==> src/rtl/mux_lock_key_loader_pkg.sv <==
// Shared definitions for the MUX-lock key loader.
//   lock_state_e : controller states
//   FAIL_CNT_W   : width of the consecutive-failure counter
//   nchunk()     : number of data beats needed to fill a KEY_W-bit key
package lock_pkg;

  localparam int FAIL_CNT_W = 8;

  typedef enum logic [2:0] {
    IDLE    = 3'd0,
    LOAD    = 3'd1,
    CHECK   = 3'd2,
    ACTIVE  = 3'd3,
    FAIL    = 3'd4,
    LOCKOUT = 3'd5
  } lock_state_e;

  function automatic int nchunk(input int key_w, input int chunk_w);
    return key_w / chunk_w;
  endfunction

endpackage

==> src/rtl/mux_lock_key_loader_shadow.sv <==
// Shadow key assembly for the loader: beat counter, shadow register and
// running XOR fold of the data beats.
//   clk, rst_n   : clock, async active-low reset
//   clr          : zero counter, shadow and fold (start of a load)
//   beat_en      : accept beat_data as data beat number beat_idx
//   beat_data    : CHUNK_W-bit chunk
//   beat_idx     : number of data beats accepted so far
//   fold         : XOR of all accepted data beats
//   shadow       : assembled key, LSB chunk first
module lock_key_shadow #(
  parameter int KEY_W   = 64,
  parameter int CHUNK_W = 8,
  parameter int BW      = 4
) (
  input  logic               clk,
  input  logic               rst_n,
  input  logic               clr,
  input  logic               beat_en,
  input  logic [CHUNK_W-1:0] beat_data,
  output logic [BW-1:0]      beat_idx,
  output logic [CHUNK_W-1:0] fold,
  output logic [KEY_W-1:0]   shadow
);
  import lock_pkg::*;

  localparam int NCHUNK = nchunk(KEY_W, CHUNK_W);

  logic [BW-1:0]      beat_idx_q, beat_idx_d;
  logic [CHUNK_W-1:0] fold_q, fold_d;
  logic [KEY_W-1:0]   shadow_q, shadow_d;

  always_comb begin
    beat_idx_d = beat_idx_q;
    fold_d     = fold_q;
    shadow_d   = shadow_q;
    if (clr) begin
      beat_idx_d = '0;
      fold_d     = '0;
      shadow_d   = '0;
    end else if (beat_en) begin
      // Constant-index slices keep the write decoder simple and lint-clean.
      for (int i = 0; i < NCHUNK; i++)
        if (beat_idx_q == BW'(i)) shadow_d[i*CHUNK_W +: CHUNK_W] = beat_data;
      fold_d     = fold_q ^ beat_data;
      beat_idx_d = beat_idx_q + 1'b1;
    end
  end

  always_ff @(posedge clk or negedge rst_n) begin
    if (!rst_n) begin
      beat_idx_q <= '0;
      fold_q     <= '0;
      shadow_q   <= '0;
    end else begin
      beat_idx_q <= beat_idx_d;
      fold_q     <= fold_d;
      shadow_q   <= shadow_d;
    end
  end

  assign beat_idx = beat_idx_q;
  assign fold     = fold_q;
  assign shadow   = shadow_q;

endmodule

==> src/rtl/mux_lock_key_loader.sv <==
// Key-delivery controller for MUX-locked netlists. Receives the key as a
// chunked valid/ready stream followed by an XOR-fold checksum beat, and
// drives the verified key onto key_out. DECOY_KEY is driven whenever no
// verified key is active; MAX_FAIL failed loads lock the block until reset.
//   load_start                        : request a (re)load
//   key_in_valid/ready/data/last      : key stream, checksum beat has last=1
//   key_out, key_active               : registered key bus and its qualifier
//   key_error                         : one-cycle pulse per failed load
//   lockout, fail_cnt                 : sticky lockout, saturating fail count
module mux_lock_key_loader
  import lock_pkg::*;
#(
  parameter int               KEY_W     = 64,
  parameter int               CHUNK_W   = 8,
  parameter int               MAX_FAIL  = 3,
  parameter logic [KEY_W-1:0] DECOY_KEY = '0
) (
  input  logic                  clk,
  input  logic                  rst_n,
  input  logic                  load_start,
  input  logic                  key_in_valid,
  output logic                  key_in_ready,
  input  logic [CHUNK_W-1:0]    key_in_data,
  input  logic                  key_in_last,
  output logic [KEY_W-1:0]      key_out,
  output logic                  key_active,
  output logic                  key_error,
  output logic                  lockout,
  output logic [FAIL_CNT_W-1:0] fail_cnt
);

  localparam int NCHUNK = nchunk(KEY_W, CHUNK_W);
  localparam int BW     = $clog2(NCHUNK + 1);

  if ((KEY_W % CHUNK_W) != 0 || MAX_FAIL < 1 || MAX_FAIL > 255) begin : g_bad_param
    $error("mux_lock_key_loader: KEY_W must be a multiple of CHUNK_W and MAX_FAIL in 1..255");
  end

  lock_state_e           state_q, state_d;
  logic [KEY_W-1:0]      key_out_q, key_out_d;
  logic                  key_active_q, key_active_d;
  logic                  key_error_q, key_error_d;
  logic                  lockout_q, lockout_d;
  logic                  ready_q, ready_d;
  logic [FAIL_CNT_W-1:0] fail_cnt_q, fail_cnt_d;
  logic [CHUNK_W-1:0]    chk_q, chk_d;

  logic                  sh_clr, sh_en, hs;
  logic [BW-1:0]         beat_idx;
  logic [CHUNK_W-1:0]    fold;
  logic [KEY_W-1:0]      shadow;

  assign hs = key_in_valid && ready_q;

  lock_key_shadow #(.KEY_W(KEY_W), .CHUNK_W(CHUNK_W), .BW(BW)) u_shadow (
    .clk       (clk),
    .rst_n     (rst_n),
    .clr       (sh_clr),
    .beat_en   (sh_en),
    .beat_data (key_in_data),
    .beat_idx  (beat_idx),
    .fold      (fold),
    .shadow    (shadow)
  );

  always_comb begin
    state_d      = state_q;
    key_out_d    = key_out_q;
    key_active_d = key_active_q;
    fail_cnt_d   = fail_cnt_q;
    chk_d        = chk_q;
    sh_clr       = 1'b0;
    sh_en        = 1'b0;
    case (state_q)
      IDLE: if (load_start) begin
        state_d = LOAD;
        sh_clr  = 1'b1;
      end
      LOAD: if (hs) begin
        if (beat_idx < BW'(NCHUNK)) begin
          if (key_in_last) state_d = FAIL;   // early last
          else             sh_en   = 1'b1;
        end else if (!key_in_last) begin
          state_d = FAIL;                    // missing last
        end else begin
          chk_d   = key_in_data;
          state_d = CHECK;
        end
      end
      CHECK: begin
        if (fold == chk_q) begin
          state_d    = ACTIVE;
          fail_cnt_d = '0;
        end else begin
          state_d    = FAIL;
        end
      end
      ACTIVE: begin
        // The key is published one edge after entering ACTIVE; a re-key
        // drops it to the decoy on the same edge the reload starts.
        if (load_start) begin
          state_d      = LOAD;
          sh_clr       = 1'b1;
          key_out_d    = DECOY_KEY;
          key_active_d = 1'b0;
        end else begin
          key_out_d    = shadow;
          key_active_d = 1'b1;
        end
      end
      FAIL: begin
        if (fail_cnt_q != '1) fail_cnt_d = fail_cnt_q + 1'b1;
        state_d      = (fail_cnt_d >= FAIL_CNT_W'(MAX_FAIL)) ? LOCKOUT : IDLE;
        key_out_d    = DECOY_KEY;
        key_active_d = 1'b0;
      end
      LOCKOUT: begin
        key_out_d    = DECOY_KEY;
        key_active_d = 1'b0;
      end
      default: state_d = IDLE;
    endcase
    key_error_d = (state_d == FAIL);
    lockout_d   = lockout_q || (state_d == LOCKOUT);
    ready_d     = (state_d == LOAD);
  end

  always_ff @(posedge clk or negedge rst_n) begin
    if (!rst_n) begin
      state_q      <= IDLE;
      key_out_q    <= DECOY_KEY;
      key_active_q <= 1'b0;
      key_error_q  <= 1'b0;
      lockout_q    <= 1'b0;
      ready_q      <= 1'b0;
      fail_cnt_q   <= '0;
      chk_q        <= '0;
    end else begin
      state_q      <= state_d;
      key_out_q    <= key_out_d;
      key_active_q <= key_active_d;
      key_error_q  <= key_error_d;
      lockout_q    <= lockout_d;
      ready_q      <= ready_d;
      fail_cnt_q   <= fail_cnt_d;
      chk_q        <= chk_d;
    end
  end

  assign key_in_ready = ready_q;
  assign key_out      = key_out_q;
  assign key_active   = key_active_q;
  assign key_error    = key_error_q;
  assign lockout      = lockout_q;
  assign fail_cnt     = fail_cnt_q;

endmodule

==> config.mk <==
export PLATFORM = sky130hd
export DESIGN_NAME = mux_lock_key_loader
export DESIGN_NICKNAME = d
export VERILOG_FILES = /design/src/rtl/mux_lock_key_loader_pkg.sv /design/src/rtl/mux_lock_key_loader_shadow.sv /design/src/rtl/mux_lock_key_loader.sv
export SDC_FILE = /design/constraint.sdc
export NUM_CORES = 1
export LEC_CHECK = 0
export ABC_CLOCK_PERIOD_IN_PS = 3300
export BUFFER_PORTS_ARGS = -buffer_cell sky130_fd_sc_hd__buf_2
export CORE_ASPECT_RATIO = 1.25
export CORE_MARGIN = 10
export CORE_UTILIZATION = 64
export CTS_BUF_LIST = sky130_fd_sc_hd__clkbuf_2 sky130_fd_sc_hd__clkbuf_4 sky130_fd_sc_hd__clkbuf_8
export DETAILED_ROUTE_END_ITERATION = 6
export PLACE_DENSITY = 0.95
export SYNTH_ARGS = -nofsm -noshare
export SYNTH_HDL_FRONTEND = slang
export SYNTH_SLANG_ARGS = --single-unit
==> constraint.sdc <==
create_clock -name clk -period 3.3 [get_ports clk]
set_input_delay 0.66 -clock clk [delete_from_list [all_inputs] [get_ports clk]]
set_output_delay 0.66 -clock clk [all_outputs]
set_load 0.01 [all_outputs]
==> reports/metrics.yaml <==
outcome: "finished clean"
postSynthAreaPerCell_um2: 12.4
synth_top_area_share: 0.591
grt_overflow_total: 0
vdd_ir_drop_max_mv: 0.573
numClockSinks: 163
tritoncts_buffer_count: 17
clock-root-buffer: "sky130_fd_sc_hd__clkbuf_8"
vias: 5029
boundaryPins: 89
hold_violations: 0
synthArstFlopShare: 1.00
timing.reg2reg.setup_slack_ps: 970
fin_cells: 779
report.final.setup_viol: 0
initial_core_util: 0.654
cp-start-kind: "register"
first_pass_iters: 7
final-max-slew-violation-count: 0
ys.warnings.count: 0
number_of_antenna_violations_at_the_first_check_in_global_routing: 0
routed_wirelength_um: 17800
period_needed_ps: 2330
maxCapViolations: 0
cell_internal_pwr_mw: 3.36
post_synth_inst_count: 559
fp-row-count: 42
timing.fmax_ghz: 0.430
timing.hold.worst.class: "input port to asynchronous set/reset pin"
timing.critical_path.required_ps: 3640
io_buf_count: 88
yosys_register_bits: 163
holdBufCountCts: 0
postSynthNetCount: 577
hpwlAfterDp_um: 10700
cts_buffer_depth: 2
timing_worst_setup_path_type: "register to register"
ys_seq_area_frac: 0.591
worstMarginPinSlew_ps: 790
floorplan.core_area_um2: 10600
drt-initial-drc-count: 526
gpl.final_weighted_congestion: 0.858
power_per_cell_area_nw_per_um2: 638
die_height_um: 136
synth_top_area_cell: "sky130_fd_sc_hd__dfrtp_1"
layout-drive-gt1-share: 0.240
grtUsageTotal: 0.236
clkTransAtPathRegs_ps: 90
grt_setup_unrepaired: "no"
critPathMaxFanout: 16
post_drt_via_cell_ratio: 6.46
area_delta_synth_final_pct: 13.7
hold-worst-slack_ps: 94.9
power.clock.fraction: 0.331
dieArea_um2: 15400
post_cts_resized: 0
combined_area_of_all_synthesized_cells_um2: 6900
combPwrFrac: 0.197
htreeDepth: 4
setup_tns_final_ps: 0
synth.top_cells.by_count: "163 x sky130_fd_sc_hd__dfrtp_1, 80 x sky130_fd_sc_hd__nor2_1, 65 x sky130_fd_sc_hd__mux2i_1"
fin_worst_skew_ps: 11.1
die-width_um: 113
wl_per_cell_um: 22.8
placedCellCount: 747
slew_headroom: 0.471
layout_worst_path_cycle_share: 0.705
synth_top_flop_cell: "sky130_fd_sc_hd__dfrtp_1"
drcViolationCount: 0
postCtsSetupBuffers: 0
yosys.cell_count.top_type: "sky130_fd_sc_hd__dfrtp_1"
fin_nets: 652
first_global_vias: 5382
antenna_left: 0
insertedDiodeCount: 0
switching_share_of_power: 0.329
synth-edff-count: 0
p_switching_mw: 1.65
wire_length_of_the_first_global_routing_pass_um: 28800
yosysUniqueCellTypes: 50
pin_count_of_the_biggest_net_entering_global_routing: 83
share_seq_of_total_power: 0.472
worst_setup_path_end_kind: "register"
finish.utilization: 0.743
crit_arrival_ps: 2670
cts_tree: "done"
clock_latency_ps: 460
synth.top_cells.by_area: "sky130_fd_sc_hd__dfrtp_1 59%, sky130_fd_sc_hd__mux2i_1 9.4%, sky130_fd_sc_hd__a22o_1 7.6%"
power.static_leakage_nw: 4.50
==> stage by stage <==
stage,total power [mW],setup slack (ps),cell area (um^2)
after global placement,3.27,1000,7390
after CTS,5.01,1020,7850
after global routing,5.21,854,7850
after detailed placement,3.34,932,7390
final,5.01,974,7850
after floorplan,3.07,1430,6900
==> layout make-up <==
type	count	area (um^2)
multi-input combinational	352	2610
inverter	3	11.3
clock inverter	13	198
tap	132	165
fill	614	2710
timing repair buffer	97	527
clock buffer	19	262
sequential	163	4080
==> final timing paths <==
check	startpoint	depth (start not counted)	endpoint
worst max-delay path	state_q[1]	5	u_shadow.shadow[61]
worst min-delay path	rst_n	1	fail_cnt[7]
worst max register to register	state_q[1]	5	u_shadow.shadow[61]
worst min register to register	lockout	1	lockout
max in group asynchronous	rst_n	2	u_shadow.shadow[25]
min in group clk	lockout	1	lockout
==> power groups by stage <==
stage / Sequential [mW] / Combinational [mW] / Clock (mW)
after CTS: 2.36 / 0.980 / 1.68
after global placement: 2.38 / 0.899 / 0
after floorplan: 2.34 / 0.729 / 0
after detailed placement: 2.39 / 0.949 / 0
final: 2.36 / 0.989 / 1.66
after global routing: 2.38 / 1.08 / 1.75
==> placed cells by master, fill, tap and decap left out, types with 4 or more instances in the layout <==
master and instances:
sky130_fd_sc_hd__a21oi_1 11, sky130_fd_sc_hd__a22o_1 60, sky130_fd_sc_hd__a31oi_1 4, sky130_fd_sc_hd__buf_2 87, sky130_fd_sc_hd__buf_4 8, sky130_fd_sc_hd__bufinv_16 4, sky130_fd_sc_hd__clkbuf_8 19, sky130_fd_sc_hd__clkinv_4 5
sky130_fd_sc_hd__dfrtp_1 163, sky130_fd_sc_hd__ha_1 5, sky130_fd_sc_hd__mux2_2 8, sky130_fd_sc_hd__mux2i_1 65, sky130_fd_sc_hd__nand2_1 17, sky130_fd_sc_hd__nand3_1 16, sky130_fd_sc_hd__nand4_1 4, sky130_fd_sc_hd__nand4_2 6
sky130_fd_sc_hd__nor2_1 80, sky130_fd_sc_hd__nor2b_1 7, sky130_fd_sc_hd__nor3_1 6, sky130_fd_sc_hd__o21ai_0 5, sky130_fd_sc_hd__xnor2_1 10, sky130_fd_sc_hd__xor2_1 12
==> logic make-up (layout without fill, tap and decap cells) <==
family | after synthesis | after routing | share of synthesized area
flip-flops | 163 | 163 | 0.591
AND/OR/NAND/NOR | 160 | 160 | 0.125
XOR/XNOR | 22 | 22 | 0.0279
buffers and inverters | 44 | 132 | 0.0332
adder cells (fa/ha/maj) | 5 | 5 | 0.00906
AO/OA/AOI/OAI | 92 | 92 | 0.107
multiplexers | 73 | 73 | 0.107
==> worst max-delay path, stage by stage (launching register included) <==
cell                      delay, ps
sky130_fd_sc_hd__dfrtp_1        510
sky130_fd_sc_hd__and3b_1        720
sky130_fd_sc_hd__buf_4          290
sky130_fd_sc_hd__nand4_4        230
sky130_fd_sc_hd__mux2i_1        380
sky130_fd_sc_hd__nor2_1          70
==> sequential cells by signal (all words and copies together) (netlist names) <==
name / count
chk_q: 8
fail_cnt: 8
key_active: 1
key_error: 1
key_in_ready: 1
key_out: 64
lockout: 1
state_q: 3
u_shadow.beat_idx: 4
u_shadow.fold: 8
u_shadow.shadow: 64
==> metal layers <==
layer	global-route usage	vias up	wire [um]
met1	0.273	2563	6710
met5	0	-	0
met3	0.0622	74	1320
met2	0.387	257	8920
met4	0.140	0	843
li1	-	2135	-
Power figures use the tool's default switching activity.
